`config.mk`:
```
export PLATFORM = sky130hd
export DESIGN_NAME = if_fetch_queue
export DESIGN_NICKNAME = d
export VERILOG_FILES = /design/src/rtl/if_fetch_queue.sv
export SDC_FILE = /design/constraint.sdc
export NUM_CORES = 1
export LEC_CHECK = 0
export ABC_CLOCK_PERIOD_IN_PS = 2700
export CELL_PAD_IN_SITES_DETAIL_PLACEMENT = 0
export CELL_PAD_IN_SITES_GLOBAL_PLACEMENT = 1
export CORE_AREA = 2 2 128 254
export DETAILED_ROUTE_END_ITERATION = 6
export DIE_AREA = 0 0 130 256
export PLACE_DENSITY = 0.74
export SLEW_MARGIN = 25
export SYNTH_ARGS = -nofsm -noshare
export SYNTH_HDL_FRONTEND = slang
export SYNTH_SLANG_ARGS = --single-unit
```
`constraint.sdc`:
```
create_clock -name clk -period 2.7 [get_ports clk]
set_input_delay 0.27 -clock clk [delete_from_list [all_inputs] [get_ports clk]]
set_output_delay 0.27 -clock clk [all_outputs]
set_load 0.02 [all_outputs]
```
`src/rtl/if_fetch_queue.sv`:
```
`default_nettype none
// ============================================================================
// Module   : if_fetch_queue
// Brief    : Instruction-fetch stage with one outstanding IM request and a
//            small PC-tagged instruction FIFO toward decode.
// Revision : 1.0 - initial release
// ============================================================================
module if_fetch_queue #(
    parameter int DEPTH       = 4,
    parameter int PC_WIDTH    = 32,
    parameter int INSTR_WIDTH = 32
) (
    input  logic                         clk,
    input  logic                         rst,
    input  logic [0:PC_WIDTH-1]          PC,
    output logic                         pc_wr,
    input  logic                         flush,
    output logic                         im_req,
    output logic [0:PC_WIDTH-1]          im_addr,
    input  logic                         im_gnt,
    input  logic                         im_rvalid,
    input  logic [0:INSTR_WIDTH-1]       im_rdata,
    output logic                         instr_valid,
    output logic [0:INSTR_WIDTH-1]       instr,
    output logic [0:PC_WIDTH-1]          instr_pc,
    input  logic                         instr_ready,
    output logic [$clog2(DEPTH):0]       q_count
);

    localparam int c_ptr_w = $clog2(DEPTH);
    localparam int c_cnt_w = c_ptr_w + 1;
    localparam logic [c_cnt_w-1:0] c_depth = c_cnt_w'(DEPTH);

    typedef enum logic [1:0] {
        S_IDLE = 2'd0,
        S_WAIT = 2'd1,
        S_DROP = 2'd2
    } state_t;

    state_t                  r_state;
    state_t                  w_state_nxt;
    logic [0:PC_WIDTH-1]     r_pend_pc;
    logic [c_ptr_w-1:0]      r_wr_ptr;
    logic [c_ptr_w-1:0]      r_rd_ptr;
    logic [c_cnt_w-1:0]      r_count;
    logic [0:PC_WIDTH-1]     r_pc_mem   [DEPTH];
    logic [0:INSTR_WIDTH-1]  r_data_mem [DEPTH];

    logic w_push;
    logic w_pop;

    // Space check plus single-outstanding rule guarantees a push never hits a full queue
    assign im_req      = !rst && (r_state == S_IDLE) && !flush && (r_count < c_depth);
    assign pc_wr       = im_req && im_gnt;
    assign im_addr     = {PC[0:PC_WIDTH-3], 2'b00};
    assign instr_valid = (r_count != '0);
    assign instr       = r_data_mem[r_rd_ptr];
    assign instr_pc    = r_pc_mem[r_rd_ptr];
    assign q_count     = r_count;

    assign w_push = (r_state == S_WAIT) && im_rvalid && !flush;
    assign w_pop  = instr_valid && instr_ready && !flush;

    always_comb begin
        w_state_nxt = r_state;
        case (r_state)
            S_IDLE: if (pc_wr) w_state_nxt = S_WAIT;
            S_WAIT: begin
                if (im_rvalid)  w_state_nxt = S_IDLE;
                else if (flush) w_state_nxt = S_DROP;
            end
            S_DROP: if (im_rvalid) w_state_nxt = S_IDLE;
            default: w_state_nxt = S_IDLE;
        endcase
    end

    always_ff @(posedge clk) begin
        if (rst) begin
            r_state   <= S_IDLE;
            r_pend_pc <= '0;
        end else begin
            r_state <= w_state_nxt;
            if (pc_wr) r_pend_pc <= PC;
        end
    end

    always_ff @(posedge clk) begin
        if (rst) begin
            r_wr_ptr <= '0;
            r_rd_ptr <= '0;
            r_count  <= '0;
            for (int i = 0; i < DEPTH; i++) begin
                r_pc_mem[i]   <= '0;
                r_data_mem[i] <= '0;
            end
        end else if (flush) begin
            r_wr_ptr <= '0;
            r_rd_ptr <= '0;
            r_count  <= '0;
        end else begin
            if (w_push) begin
                r_pc_mem[r_wr_ptr]   <= r_pend_pc;
                r_data_mem[r_wr_ptr] <= im_rdata;
                r_wr_ptr             <= r_wr_ptr + c_ptr_w'(1);
            end
            if (w_pop) r_rd_ptr <= r_rd_ptr + c_ptr_w'(1);
            r_count <= r_count + c_cnt_w'(w_push) - c_cnt_w'(w_pop);
        end
    end

endmodule
`default_nettype wire

```
* After elaboration in Yosys (flattened, before gate mapping)
Memories as Yosys holds them, arrays and structs flattened. A register that Yosys moved wholly into a read port is not among the register bits.
Cells that the tools add are included.
** Word-level totals
- Register bits :: 41
- RAM bits :: 256
- Input bits :: 70
- Output and inout port bits :: 102
- Logic and storage cells :: 54
- Memories kept :: 2
** Cells by class
- $add $sub $neg :: 4
- $lt $le $gt $ge :: 1
- Equal/unequal tests :: 5
- Muxes and demuxes :: 21
- Reduce and logical (&&, ||, !) cells :: 16
** Memories
- r_data_mem :: words 4, width 32, rd ports 1, clocked after memory_dff 1, write ports 4, RTL line 47 : logic [0:INSTR_WIDTH-1] r_data_mem [DEPTH];
- r_pc_mem :: words 4, width 32, rd ports 1, clocked after memory_dff 1, write ports 4, RTL line 46 : logic [0:PC_WIDTH-1] r_pc_mem [DEPTH];
** Operators by type and width (number)
- 32-bit two-way mux :: 2
- 32-bit OR reduction :: 2
- 2-bit two-way mux :: 10
- 1-bit logical AND :: 8
- 1-bit two-way mux :: 8
- 2-bit one-hot mux with 3 select lines :: 1
- 2-bit by 1-bit adder with 2-bit output, second input constant :: 2
- 2-bit != test, second input constant :: 2
- 3-bit by 1-bit adder with 3-bit output :: 1
- 3-bit less-than comparator, second input constant :: 1
- 3-bit != test, second input constant :: 1
- 3-bit AND reduction :: 1
- 3-bit nonzero test :: 1
- 3-bit by 1-bit subtractor with 3-bit output :: 1
- 2-bit by 1-bit == test with 1-bit output, second input constant :: 1
- 2-bit == test, second input constant :: 1
- 1-bit logical NOT :: 2
- 2-bit logical NOT :: 1
- 2-bit OR reduction :: 1

* Logic depth before layout (Yosys ltp)
Gate-level depths: netlist (run 1).
- Word-level depth :: 9
- Gate-level depth with buffers :: 11
- Gate-level depth less buffers :: 11

* Worst setup path after synthesis (run 1)
Ideal clock, no wire load.
- Path kind :: register to register
- From :: reg r_state[1]
- To :: mem r_data_mem[3][0] (netlist bit), enable pin
- Library setup time :: 0.421 ns
- Data arrival time :: 2.193 ns
- Required time :: 2.279 ns
- Slack :: 0.086 ns
- Cell stages (with the launch flop) :: 4
- Path buffers :: 0
- Period minus slack after synthesis :: 2.614 ns
- Path through :: dfxtp_1 nand3b_1 nor3_1 a21o_1
** RTL lines
- start: declaration :: RTL line 40 : state_t r_state;
- start signal: assignment :: RTL line 82 : r_state <= w_state_nxt;
- end: declaration :: RTL line 47

==> run_results.csv, run 1 <==
group,metric,value,unit
outcome,status,"completed",
cts,clkLatencyLatePin,540,ps
cts,clockBufferDepth,3,
drt,vias,7239,
worst_hold_path,min_path_type,"in2reg",
global_route,grt_pass1_wl,44.7,mm
worst_setup_path,cp-end-kind,"output port",
drt,dr.pass1.iters,6,
worst_setup_path,path_max_fanout,23,
timing,min_period_over_period,97.5,%
synth,synth.yosys.seq_area_share,66.0,%
worst_setup_path,cp_cell_sequence,"buf_12 -> mux4_2 -> clkdlybuf4s50_1",
timing,finalSetupTns,0,ps
synth,synth_top_area_cell,"edfxtp_1",
finish,final_cells,1443,
drt,viasPerCell,5.02,
synth,post_synth.cell_area_avg,15.1,µm²
worst_setup_path,path_buf_inv,2,
timing,hold_slack,307,ps
cts,post_cts_buffers,0,
synth,synthFlopType,"edfxtp_1",
drt,wl_per_cell,20.4,µm
placement,place_inst,1392,
timing,rsz0062_at_grt,"no",
power_and_ir_drop,total_leakage_power,5.81,nW
finish,register_area,8560,µm²
synth,yosys.cell_types.count,37,
drt,first_iter_violations,385,
timing,fmax,380,MHz
synth,synth_top_area_share,59.3,%
drt,detail-route-antenna-nets,0,
worst_setup_path,crit_slowest_cell,"dfxtp_4",
floorplanning,core,31400,µm²
power_and_ir_drop,peakVddDrop,0.416,mV
placement,port-buffer-count,169,
global_route,grtUsageTotal,18.1,%
cts,root_buffer,"clkbuf_16",
finish,drive_gt1_share,14.9,%
synth,synth_area,13000,µm²
timing,skew,8.45,ps
timing,min_period,2630,ps
synth,ys_async_sr_fraction,0,%
power_and_ir_drop,power_frac_comb,6.4,%
synth,yosysWarnings,0,
floorplanning,io_pins,172,
power_and_ir_drop,clockPowerShare,39.6,%
power_and_ir_drop,p_seq_share,54.1,%
power_and_ir_drop,power,9.63,mW
timing,slew_viol_final,0,
floorplanning,rows,92,
synth,syn_inst,858,
finish,area_growth,23.9,%
finish,nets,1071,
worst_setup_path,path_class,"reg2out",
worst_setup_path,critPathMaxStageDelay,610,ps
drt,drcViolationCount,0,
cts,clk_pin_slew_worst_paths,70,ps
synth,synth_edf_count,256,
placement,place_ws,147,ps
cts,htreeDepth,1,
floorplanning,die_area,33300,µm²
worst_setup_path,critPathArrivalTime,2360,ps
power_and_ir_drop,p_sw,2.08,mW
cts,hold_buffers,0,
finish,multi_input_area,3960,µm²
placement,hpwlAfterDp,16.8,mm
job,maxCapViolations,0,
finish,fillers,2655,
timing,setup_viol,0,
floorplanning,start_util,41.2,%
global_route,grt_pass1_vias,7713,
global_route,grt_overflow_total,0,
floorplanning,die_h,256,µm
floorplanning,die_w,130,µm
worst_setup_path,critPathRequiredTime,2430,ps
worst_hold_path,hold_depth,3,
cts,clock-sinks,299,
global_route,grt_max_degree,66,
worst_setup_path,cp_top_family,"buffers and inverters",
timing,post-route-worst-setup-slack,67.6,ps
worst_setup_path,cp.depth,3,
power_and_ir_drop,power.density,600,nW/µm²
worst_setup_path,reg2reg_depth,10,
synth,ys_ff_latch,299,
drt,wl,29.5,mm
power_and_ir_drop,switching_share,21.6,%
synth,synth_area_leaders,"edfxtp_1 (59%), and2_1 (13%), mux4_2 (11%)",
timing,hold_viol,0,
placement,place_congestion,0.758,
cts,cts_buffers,26,
worst_setup_path,start_kind,"flip-flop",
power_and_ir_drop,p_int,7.54,mW
cts,cts_tree,"built",
global_route,antenna_found_initial,2,
[through the flow]
step	cell area, µm²	util [%]
2_1_floorplan	13000	-
3_3_place_gp	15100	48.1
3_5_place_dp	15100	48.1
4_1_cts	16000	51.0
5_1_grt	16100	51.1
6_report	16100	51.1
[worst paths after layout]
path	slack [ps]	to	start
setup / recovery	70	instr_pc[9]	flip-flop
hold / removal	310	r_pend_pc[21]$_SDFFE_PP0P_	rst
setup reg to reg	330	q_count[2]$_SDFF_PP0_	q_count[2]$_SDFF_PP0_
hold reg to reg	490	flip-flop	r_rd_ptr[1]$_SDFFE_PP0P_
[per-layer routing]
metal / track usage [%] / wire, µm
met5: 0 / 0
met4: 7.02 / 961
met3: 1.78 / 1010
met2: 32.8 / 16000
met1: 21.7 / 11500
[cell usage in the layout (no fill, tap or decap), drive strengths merged, types with 2 or more instances in the layout]
master and n:
a21oi 4, and2 259, and4 2, buf 30, bufinv 2, clkbuf 31, clkdlybuf4s50 147, clkinv 12
clkinvlp 2, conb 2, dfxtp 43, diode 2, dlygate4sd2 12, dlymetal6s2s 9, edfxtp 256, ha 2
inv 6, mux4 64, nand2b 33, nand3 30, nand3b 2, nand4b 2, nor2 9, nor2b 3
nor3 5, o21ai 34, or2 3, or3 2
[state kept, by name (all words and copies together) (netlist names), named ones only]
register and flops:
r_pc_mem 128, q_count 3, r_rd_ptr 2, r_pend_pc 32
r_data_mem 128, r_state 2, r_wr_ptr 2
[repair_timing]
action | in CTS | in global routing
gates cloned | 1 | 0
setup endpoints to repair | 16 | 9
endpoints found under the hold margin | 0 | 0
resized for setup | 13 | 10
[power groups by stage]
stage                     combinational, mW  clock, mW  sequential, mW
after CTS                             0.628       3.90            5.21
after global routing                  0.652       4.07            5.22
after global placement                0.631          0            5.30
after detailed placement              0.630          0            5.31
after floorplan                       0.297          0            5.29
final                                 0.613       3.81            5.21
[cell type report]
class,count,area share [%]
flip-flops and latches,299,53.3
repair buffers,199,13.2
clock inverters,17,0.904
clock buffers,31,4.49
well taps,423,3.30
diodes,2,0.0312
inverters,5,0.117
multi-input cells,467,24.7
[synthesized netlist by cell type (3+ instances only)]
cell / number
and2_1: 259
edfxtp_1: 256
mux4_2: 64
dfxtp_1: 43
clkbuf_1: 41
o21ai_0: 34
nand2b_1: 33
buf_4: 32
nand3_1: 30
nor2_1: 9
buf_2: 7
clkbuf_2: 6
inv_1: 5
a21oi_1: 4
nor3_1: 4
nor2b_1: 3
[kinds of logic after synthesis]
logic type / after synthesis / share of synthesized area, %
AOI/OAI and AO/OA: 42 / 1.71
other: 1 / 0.0289
and+or+nand+nor: 354 / 16.8
DFF: 299 / 66.0
muxes: 64 / 11.1
adders and majority gates: 3 / 0.348
xor gates and xnor gates: 2 / 0.135
buffers and inverters: 93 / 3.86
[worst reg2reg max path: cells and delay by family, from the launching register on]
kind	cells	cell delay, ps
flops	1	370
xor+xnor	1	160
buf+inv	2	100
simple gates	4	850
fa+ha+maj	3	800
Note: power is estimated with default switching activity, not from simulation.
==> run 2: changes to the inputs <==
Settings changed: TNS_END_PERCENT from default to 20.
==> results of run 2 <==
The final DEF is identical to that of run 1; final timing and power are the same.
==> run 3: changes to the inputs <==
Settings changed: CORE_AREA 2 2 128 254 to 2 2 131 260, DIE_AREA 0 0 130 256 to 0 0 133 262, PLACE_DENSITY 0.74 to 0.71.
==> run 3 against run 2 <==
Against the previous run: sequential share of layout area fell by 0.34 points; total power rose by 0.74%; clock-buffer cell count rose by 6; non-clock buffer count rose by 3; clock power rose by 1%; sequential power barely moved; final area rose by 0.64%; worst setup slack improved by 6.7 ps; routed wire length rose by 1.6%; first-iteration DRC count fell by 1.0%; combinational power rose by 3%; clock skew barely moved; highest routed layer unchanged.
==> run_results.csv, run 3 (same netlist as run 1, synthesis figures left out) <==
group,metric,value,unit
cts,htreeDepth,1,
timing,relSlewSlack,47.2,%
drt,wl_per_cell,20.6,µm
worst_setup_path,reg2reg_depth,11,
cts,clk_pin_slew_worst_paths,70,ps
outcome,status,"completed",
timing,fmax,381,MHz
finish,reg.largest.list,"r_data_mem (128), r_pc_mem (128), r_pend_pc (32)",
drt,vias,7203,
worst_hold_path,hold_start,"rst",
placement,port-buffer-count,169,
timing,rsz0062_at_grt,"yes",
floorplanning,die_w,133,µm
cts,hold_buffers,0,
timing,hold_viol,0,
global_route,grt_max_degree,65,
cts,cts_buffers,26,
worst_setup_path,path_max_fanout,28,
cts,clockBufferDepth,3,
placement,hpwlAfterDp,17.6,mm
worst_setup_path,critPathArrivalTime,2360,ps
worst_hold_path,min_delay_worst_endpoint,"r_state[0]$_SDFFE_PP0P_",
placement,place_congestion,0.740,
floorplanning,io_pins,172,
finish,final_common_cell,"and2_1",
timing,tightest_slew,790,ps
worst_setup_path,r2r-start,"r_state[1]$_SDFFE_PP0P_",
cts,clock-sinks,299,
finish,mostFrequentLayoutCells,"and2_1 (259), edfxtp_1 (256), clkdlybuf4s50_1 (143)",
drt,dr.pass1.iters,4,
power_and_ir_drop,power,9.70,mW
floorplanning,die_area,34800,µm²
worst_hold_path,hold_depth,3,
floorplanning,start_util,39.5,%
timing,min_period,2630,ps
global_route,grt_pass1_wl,45.5,mm
worst_hold_path,min_path_type,"in2reg",
job,maxCapViolations,0,
global_route,antenna_found_initial,1,
global_route,grt_pass1_vias,7843,
worst_setup_path,rrSetupSlack,580,ps
drt,viasPerCell,4.95,
power_and_ir_drop,total_leakage_power,5.97,nW
timing,skew,8.92,ps
timing,min_period_over_period,97.2,%
power_and_ir_drop,peakVddDrop,0.465,mV
timing,finalSetupTns,0,ps
finish,area_growth,24.7,%
worst_setup_path,cp-end-kind,"output port",
finish,drive_gt1_share,14.7,%
worst_setup_path,path_class,"reg2out",
worst_setup_path,start_kind,"flip-flop",
cts,cts_tree,"built",
power_and_ir_drop,power.density,600,nW/µm²
drt,drcViolationCount,0,
finish,nets,1074,
timing,slew_viol_final,0,
floorplanning,rows,94,
floorplanning,die_h,262,µm
worst_setup_path,critPathRequiredTime,2430,ps
drt,detail-route-antenna-nets,0,
drt,first_iter_violations,381,
global_route,grtUsageTotal,17.3,%
worst_setup_path,r2r-end,"q_count[2]$_SDFF_PP0_",
global_route,grt_overflow_total,0,
drt,wl,30.0,mm
cts,root_buffer,"clkbuf_16",
cts,post_cts_buffers,0,
timing,setup_viol,0,
floorplanning,core,32800,µm²
cts,clkLatencyLatePin,540,ps
==> run 3: cell types whose count changed in the layout (fill, tap and decap cells not counted), sizes merged, moves of 2 or more <==
cell / before / now
clkdlybuf4s50: 147 / 143
clkinv: 12 / 8
buf: 30 / 34
clkinvlp: 2 / 0
dlymetal6s2s: 9 / 22
clkbuf: 31 / 37
dlygate4sd2: 12 / 3
==> run 3: area by class of cell <==
type | count | area (µm²)
diodes | 1 | 2.50
clock buffers | 37 | 753
clock inverters | 11 | 128
fillers | 2825 | 16700
inverters | 5 | 18.8
multi-input cells | 467 | 3960
flip-flops and latches | 299 | 8560
well taps | 432 | 541
repair buffers | 202 | 2200
==> run 3: what timing repair did <==
| action | in CTS | in global routing |
|---|---|---|
| gates resized for setup | 4 | 23 |
| setup endpoints to repair | 6 | 33 |
| cloned | 0 | 0 |
| endpoints found under the hold margin | 0 | 0 |
==> run 3: power by group <==
part / switching (mW) / internal (mW)
Sequential: 0.0575 / 5.15
Combinational: 0.328 / 0.302
Clock: 1.63 / 2.23
Total: 2.02 / 7.68
==> run 3: per-layer routing <==
layer / up-vias / track usage (%) / share of wire, %
met1: 3659 / 19.4 / 37
met3: 34 / 1.83 / 3.6
li1: 3350 / - / -
met5: - / 0 / 0
met4: 0 / 5.14 / 2.2
met2: 160 / 34.3 / 57
==> run 3: worst max-delay path by stage <==
stage / start / to / slack, ps
3_5_place_dp: im_rvalid / q_count[2]$_SDFF_PP0_ / 180
4_1_cts: flip-flop / instr_pc[2] / 1
5_1_grt: flip-flop / instr[4] / -20
3_3_place_gp: im_rvalid / q_count[2]$_SDFF_PP0_ / 170
2_1_floorplan: r_state[1]$_SDFFE_PP0P_ / r_data_mem[3][0]$_DFFE_PP_ / 90
6_report: flip-flop / instr[4] / 70
==> run 3: per-stage QoR <==
step	util [%]	setup slack, ps	std cells	area [µm²]	hold WS, ps
after floorplan	-	86.1	859	13000	349
after global placement	46.3	174	1405	15200	464
after detailed placement	46.3	177	1405	15200	471
after CTS	49.0	1.31	1453	16100	205
after global routing	49.2	-23.4	1454	16200	213
final	49.2	74.3	1454	16200	222
==> run 3: critical path, stage by stage (launching register included) <==
cell	delay (ps)
dfxtp_4	390
buf_16	250
mux4_2	590
clkdlybuf4s50_1	560
